--- config.mk ---
export PLATFORM = sky130hd
export DESIGN_NAME = kiwi_perf_monitor
export DESIGN_NICKNAME = d
export VERILOG_FILES = /design/src/rtl/kiwi_perf_pkg.sv /design/src/rtl/kiwi_perf_sat_cnt.sv /design/src/rtl/kiwi_perf_monitor.sv
export SDC_FILE = /design/constraint.sdc
export NUM_CORES = 2
export LEC_CHECK = 0
export CORE_MARGIN = 2
export CORE_UTILIZATION = 50
export DETAILED_ROUTE_END_ITERATION = 10
export PLACE_DENSITY_LB_ADDON = 0.1
export SKIP_LAST_GASP = 1
export SLEW_MARGIN = 10
export SYNTH_ARGS = -nofsm -noshare
export SYNTH_HDL_FRONTEND = slang
export SYNTH_SLANG_ARGS = --single-unit
--- constraint.sdc ---
create_clock -name clk -period 4.6 [get_ports clk]
set_input_delay 1.38 -clock clk [delete_from_list [all_inputs] [get_ports clk]]
set_output_delay 1.38 -clock clk [all_outputs]
set_load 0.02 [all_outputs]
--- src/rtl/kiwi_perf_pkg.sv ---
// kiwi_perf_pkg
// Shared definitions for the kiwi top-down performance monitor:
//   perf_cnt_e  - counter select encoding used on the read port
//   NUM_CNT     - number of architecturally visible counters
//   MAX_SLOTS   - widest slot vector popcount() accepts
//   popcount()  - population count of a slot-valid vector; narrower vectors
//                 are zero-extended by the caller, which makes it width-generic
package kiwi_perf_pkg;

    typedef enum logic [2:0] {
        CYCLES   = 3'd0,
        RETIRED  = 3'd1,
        DECODED  = 3'd2,
        BUBBLE   = 3'd3,
        BACKEND  = 3'd4,
        FRONTEND = 3'd5,
        FLUSH    = 3'd6,
        BADSPEC  = 3'd7
    } perf_cnt_e;

    localparam int NUM_CNT   = 8;
    localparam int MAX_SLOTS = 8;

    function automatic logic [3:0] popcount(input logic [MAX_SLOTS-1:0] vec);
        logic [3:0] total;
        total = '0;
        for (int i = 0; i < MAX_SLOTS; i++) begin
            total = total + {3'b000, vec[i]};
        end
        return total;
    endfunction

endpackage

--- src/rtl/kiwi_perf_sat_cnt.sv ---
// kiwi_perf_sat_cnt
// One saturating event counter with a sticky overflow flag.
// Ports:
//   clk  in   core clock
//   rst  in   synchronous active-high reset
//   clr  in   synchronous clear of count and overflow flag
//   en   in   add inc this cycle
//   inc  in   INC_W-bit increment, zero-extended to CNT_W
//   cnt  out  current count, sticks at all-ones once saturated
//   ovf  out  sticky flag, set when an increment would have wrapped
module kiwi_perf_sat_cnt
    import kiwi_perf_pkg::*;
#(
    parameter int CNT_W = 64,
    parameter int INC_W = 2
) (
    input  logic             clk,
    input  logic             rst,
    input  logic             clr,
    input  logic             en,
    input  logic [INC_W-1:0] inc,
    output logic [CNT_W-1:0] cnt,
    output logic             ovf
);

    // One extra bit catches the carry out so saturation needs no comparator.
    logic [CNT_W:0] sum;

    assign sum = {1'b0, cnt} + {{(CNT_W + 1 - INC_W){1'b0}}, inc};

    always_ff @(posedge clk) begin
        if (rst || clr) begin
            cnt <= '0;
            ovf <= 1'b0;
        end else if (en) begin
            if (sum[CNT_W]) begin
                cnt <= '1;
                ovf <= 1'b1;
            end else begin
                cnt <= sum[CNT_W-1:0];
            end
        end
    end

endmodule

--- src/rtl/kiwi_perf_monitor.sv ---
// kiwi_perf_monitor
// Top-down performance monitor for the kiwi core. Counts cycles, retired,
// decoded, bubble, frontend-bound and backend-bound slots plus flush cycles,
// freezes on the end-of-program halt and exposes every counter through a
// registered read port. BADSPEC is derived combinationally from DECODED and
// RETIRED and has no storage of its own.
// Ports:
//   clk, rst         core clock, synchronous active-high reset
//   cnt_en_i         counting enable
//   clr_i            clear counters, ovf_o and halted_o (wins over counting/halt)
//   halt_i           end-of-program seen
//   dec_vld_i        per-slot decode valid
//   backend_stall_i  backend not accepting decode this cycle
//   flush_i          pipeline flush active this cycle
//   retire_vld_i     per-slot retire valid
//   rd_en_i, rd_sel_i      read request and counter select
//   rd_data_o, rd_vld_o    read data one cycle later, with a valid pulse
//   halted_o         counting frozen by halt
//   ovf_o            sticky per-counter saturation flags
module kiwi_perf_monitor
    import kiwi_perf_pkg::*;
#(
    parameter int DECODE_W = 2,
    parameter int RETIRE_W = 2,
    parameter int CNT_W    = 64
) (
    input  logic                clk,
    input  logic                rst,
    input  logic                cnt_en_i,
    input  logic                clr_i,
    input  logic                halt_i,
    input  logic [DECODE_W-1:0] dec_vld_i,
    input  logic                backend_stall_i,
    input  logic                flush_i,
    input  logic [RETIRE_W-1:0] retire_vld_i,
    input  logic                rd_en_i,
    input  logic [2:0]          rd_sel_i,
    output logic [CNT_W-1:0]    rd_data_o,
    output logic                rd_vld_o,
    output logic                halted_o,
    output logic [7:0]          ovf_o
);

    localparam int MAX_W   = (DECODE_W > RETIRE_W) ? DECODE_W : RETIRE_W;
    localparam int INC_W   = $clog2(MAX_W + 1);
    localparam int NUM_REG = NUM_CNT - 1;

    logic             active;
    logic [INC_W-1:0] dec_cnt;
    logic [INC_W-1:0] ret_cnt;
    logic [INC_W-1:0] inc     [NUM_REG];
    logic [CNT_W-1:0] cnt_val [NUM_REG];
    logic [NUM_REG-1:0] ovf_bits;
    logic [CNT_W-1:0] badspec;
    logic [CNT_W-1:0] rd_mux;

    assign active  = cnt_en_i & ~halted_o & ~clr_i;
    assign dec_cnt = INC_W'(popcount(MAX_SLOTS'(dec_vld_i)));
    assign ret_cnt = INC_W'(popcount(MAX_SLOTS'(retire_vld_i)));

    // Per-counter increments; every decode slot lands in exactly one of
    // DECODED's complements (BUBBLE) or its stall split (BACKEND/FRONTEND).
    always_comb begin
        inc[CYCLES]   = INC_W'(1);
        inc[RETIRED]  = ret_cnt;
        inc[DECODED]  = dec_cnt;
        inc[BUBBLE]   = INC_W'(DECODE_W) - dec_cnt;
        inc[BACKEND]  = backend_stall_i ? dec_cnt : '0;
        inc[FRONTEND] = backend_stall_i ? '0 : dec_cnt;
        inc[FLUSH]    = INC_W'(flush_i);
    end

    for (genvar g = 0; g < NUM_REG; g++) begin : g_cnt
        kiwi_perf_sat_cnt #(
            .CNT_W(CNT_W),
            .INC_W(INC_W)
        ) u_cnt (
            .clk(clk),
            .rst(rst),
            .clr(clr_i),
            .en (active),
            .inc(inc[g]),
            .cnt(cnt_val[g]),
            .ovf(ovf_bits[g])
        );
    end

    assign ovf_o = {1'b0, ovf_bits};

    // Bad speculation: slots decoded but never retired, clamped at zero.
    assign badspec = (cnt_val[DECODED] >= cnt_val[RETIRED]) ?
                     (cnt_val[DECODED] - cnt_val[RETIRED]) : '0;

    always_comb begin
        rd_mux = badspec;
        if (rd_sel_i != 3'(BADSPEC)) begin
            rd_mux = cnt_val[rd_sel_i];
        end
    end

    // Halt latches only from an active cycle, so it is ignored while disabled,
    // already halted or being cleared.
    always_ff @(posedge clk) begin
        if (rst || clr_i) begin
            halted_o <= 1'b0;
        end else if (active && halt_i) begin
            halted_o <= 1'b1;
        end
    end

    // Read port samples the pre-update counters; clr_i does not touch it so a
    // read issued with a clear returns the pre-clear value.
    always_ff @(posedge clk) begin
        if (rst) begin
            rd_vld_o  <= 1'b0;
            rd_data_o <= '0;
        end else begin
            rd_vld_o <= rd_en_i;
            if (rd_en_i) begin
                rd_data_o <= rd_mux;
            end
        end
    end

endmodule

==> impl_metrics.yaml <==
min_path:
  hp-class: "reg -> reg"
  min_to: "g_cnt[3].u_cnt.ovf"
  min_from: "g_cnt[3].u_cnt.ovf"
  whs_path_depth: 2
route:
  postRouteAntennaNets: 0
  vias_per_cell: 6.20
  wire_per_inst_um: 22.2
  drt_iter0_drc: 2966
  dr.pass1.iters: 6
  wl_mm: 102
  drc_errors: 0
  vias: 28500
global_route:
  grt.met3_usage: 0.0518
  grt_pass1_wl_mm: 157
  grt_most_used_layer: "met2"
  overflow: 0
  use_met1: 0.438
  grt_use_total: 0.315
  global_route.usage.met2: 0.494
  grt_pass1_vias: 27200
  grt_max_degree: 99
  antenna_found_initial: 2
power:
  ir_drop_mv: 0.271
  power_leakage_nw: 12.3
  powerDensity_nw_per_um2: 290
  p_total_mw: 10.1
layout:
  syn_to_final_growth_pct: 13.7
  final_nets: 3877
  final-seq-area_um2: 10400
  final_design_area_no_fill_um2: 34700
  fill_cells: 5451
  drive_above_1_share: 0.0966
  multi_input_area_um2: 18700
  layout.cells.non_filler: 4603
  antenna_cells: 0
placed_design:
  io_buffers: 87
  post-place-cells: 4500
  place_congestion: 0.990
  dpl_cell_area_um2: 32700
  hpwlAfterDp_mm: 76.0
die:
  initial_core_util: 0.506
  rows: 90
  die_height_um: 251
  core_um2: 60400
  io_pins: 89
  die_w_um: 251
  die_area_um2: 63000
clocking:
  clkTransAtPathRegs_ns: 0.06
  cts_sinks: 521
  cts_setup_buffers: 0
  numCtsBuffers: 58
  cts-htree-levels: 2
  cts_root_buffer: "clkbuf_16"
  holdBufCountCts: 0
  cts_tree: "done"
  clk_latency_ns: 0.64
  cts.path.max_buffers: 3
  post_cts_resized: 0
setup_path:
  r2r_end: "rd_data_o[2]"
  cpPeakStageDelay_ns: 0.48
  r2r_start: "g_cnt[2].u_cnt.cnt[0]"
  path_max_fanout: 4
  cpMostUsedCell: "nand3_1"
  crit_type: "in -> reg"
  worstPathRequired_ns: 5.11
  cp-startpoint: "dec_vld_i[0]"
  slowest_stage: "clkdlybuf4s50_1"
  startpoint_type: "primary input"
  r2r_slack_ns: 0.32
  crit_path_end_kind: "flip-flop"
  worstPathCellList: "clkdlybuf4s50_1, inv_1, ha_1, buf_4, and2_1, ha_1, inv_1, fa_1, nor2_2, and2_1, nand3_1, nor2_2, nand3_1, nor4_1, buf_4, nand3_1, nor2_1, mux2_2, nor2_1"
  cp.arrival_ns: 4.91
  r2r_cells: 16
timing:
  setup_violations: 0
  worst_pin_slew_ns: 1.02
  final-hold-violation-count: 0
  clock.fmax_ghz: 0.227
  period_share: 0.957
  rsz0062_at_grt: "no"
  slew_headroom: 0.317
  fin_crit_ns: 4.40
  finalMaxSlewViolations: 0
  skew_ns: 0.0155
  finalSetupTns_ns: 0
synth:
  synthCells: 3706
  mappedNetlistArea_um2: 30500
  synth_edf_count: 0
  ys_seq_elements: 521
  syn_area_per_cell_um2: 8.23
  synth_top_area_share: 0.342
  synth-main-ff-cell: "dfxtp_1"
  yosysWarnings: 0
  synthTopCellsByArea: "dfxtp_1, a21oi_1, xor2_1"
  ys_seq_area_frac: 0.342
  syn_nets: 3805
  ys_types: 77
  yosysTopAreaCell: "dfxtp_1"
  async_flop_share: 0
status:
  status: "complete, no violations"
run:
  drv_cap: 0
==> layer usage <==
| layer | part of all wire | routed length (um) | vias to the layer above |
|---|---|---|---|
| met2 | 0.44 | 45200 | 1194 |
| li1 | - | - | 13400 |
| met3 | 0.084 | 8590 | 202 |
| met5 | 0.00015 | 15 | - |
| met4 | 0.038 | 3840 | 2 |
| met1 | 0.43 | 44300 | 13800 |
==> synth_stat cells (59+ instances only) <==
library cell / instances
dfxtp_1: 521
a21oi_1: 497
nand2_1: 372
nor2_1: 257
xor2_1: 242
nand3_1: 192
xnor2_1: 189
clkbuf_1: 158
inv_1: 133
o21ai_0: 132
nand4_1: 101
and3_1: 90
mux2i_1: 79
ha_1: 78
nor3_1: 74
mux4_2: 64
o211ai_1: 59
==> worst max-delay path by stage <==
stage | slack (ns) | cells after the start | end
finish | 0.20 | 19 | g_cnt[4].u_cnt.cnt[48]
global route | 0.008 | 17 | g_cnt[5].u_cnt.cnt[54]
CTS | 0.27 | 19 | g_cnt[4].u_cnt.cnt[48]
detailed placement | -0.39 | 19 | g_cnt[4].u_cnt.cnt[48]
global placement | -0.41 | 17 | g_cnt[5].u_cnt.cnt[58]
floorplan | 0.20 | 16 | g_cnt[5].u_cnt.cnt[54]
==> layout make-up <==
type	count	area share
multi-input combinational	2832	0.539
sequential	521	0.301
timing repair buffer	231	0.0611
clock buffer	90	0.0515
tap	782	0.0282
inverter	134	0.0145
clock inverter	13	0.00483
==> metrics by stage <==
step / hold slack, ns / util / worst slack [ns]
2_1_floorplan: 0.426 / - / 0.201
6_report: 0.446 / 0.575 / 0.197
3_3_place_gp: 0.433 / 0.542 / -0.413
5_1_grt: 0.475 / 0.575 / 0.00761
4_1_cts: 0.448 / 0.575 / 0.266
3_5_place_dp: 0.439 / 0.542 / -0.392
==> critical path: cells and delay by family <==
| kind | cells | cell delay (ns) |
|---|---|---|
| mux | 1 | 0.18 |
| buf+inv | 5 | 0.96 |
| fa+ha+maj | 3 | 0.86 |
| simple gates | 10 | 1.53 |
==> flip-flops by register name (all words and copies together), names as in the netlist <==
register         flops
g_cnt.u_cnt.ovf      7
rd_vld_o             1
halted_o             1
rd_data_o           64
g_cnt.u_cnt.cnt    448
==> placed cells by master, fill, tap and decap left out, types with 82 or more instances in the layout <==
master | synthesis | routed
clkdlybuf4s50_1 | 0 | 82
and3_1 | 90 | 90
nand2_1 | 372 | 367
nor2_1 | 257 | 255
xnor2_1 | 189 | 189
nand3_1 | 192 | 191
nand4_1 | 101 | 101
inv_1 | 133 | 133
xor2_1 | 242 | 242
a21oi_1 | 497 | 496
buf_4 | 8 | 132
dfxtp_1 | 521 | 521
o21ai_0 | 132 | 132
==> cell families (layout without fill, tap and decap cells) <==
logic type      Yosys count  in the layout  synth area share
simple gates           1261           1261             0.202
compound gates          911            911             0.176
flops                   521            521             0.342
xor+xnor                431            431             0.124
buf+inv                 353            468            0.0465
mux                     144            144            0.0735
fa+ha+maj                84             84            0.0359
other cells               1              1          0.000123
==> power breakdown <==
part,internal [mW],total [mW],switching (mW)
registers,4.55,4.60,0.0433
logic,0.235,0.642,0.407
clock network,2.86,4.82,1.95
Power figures use the tool's default switching activity.
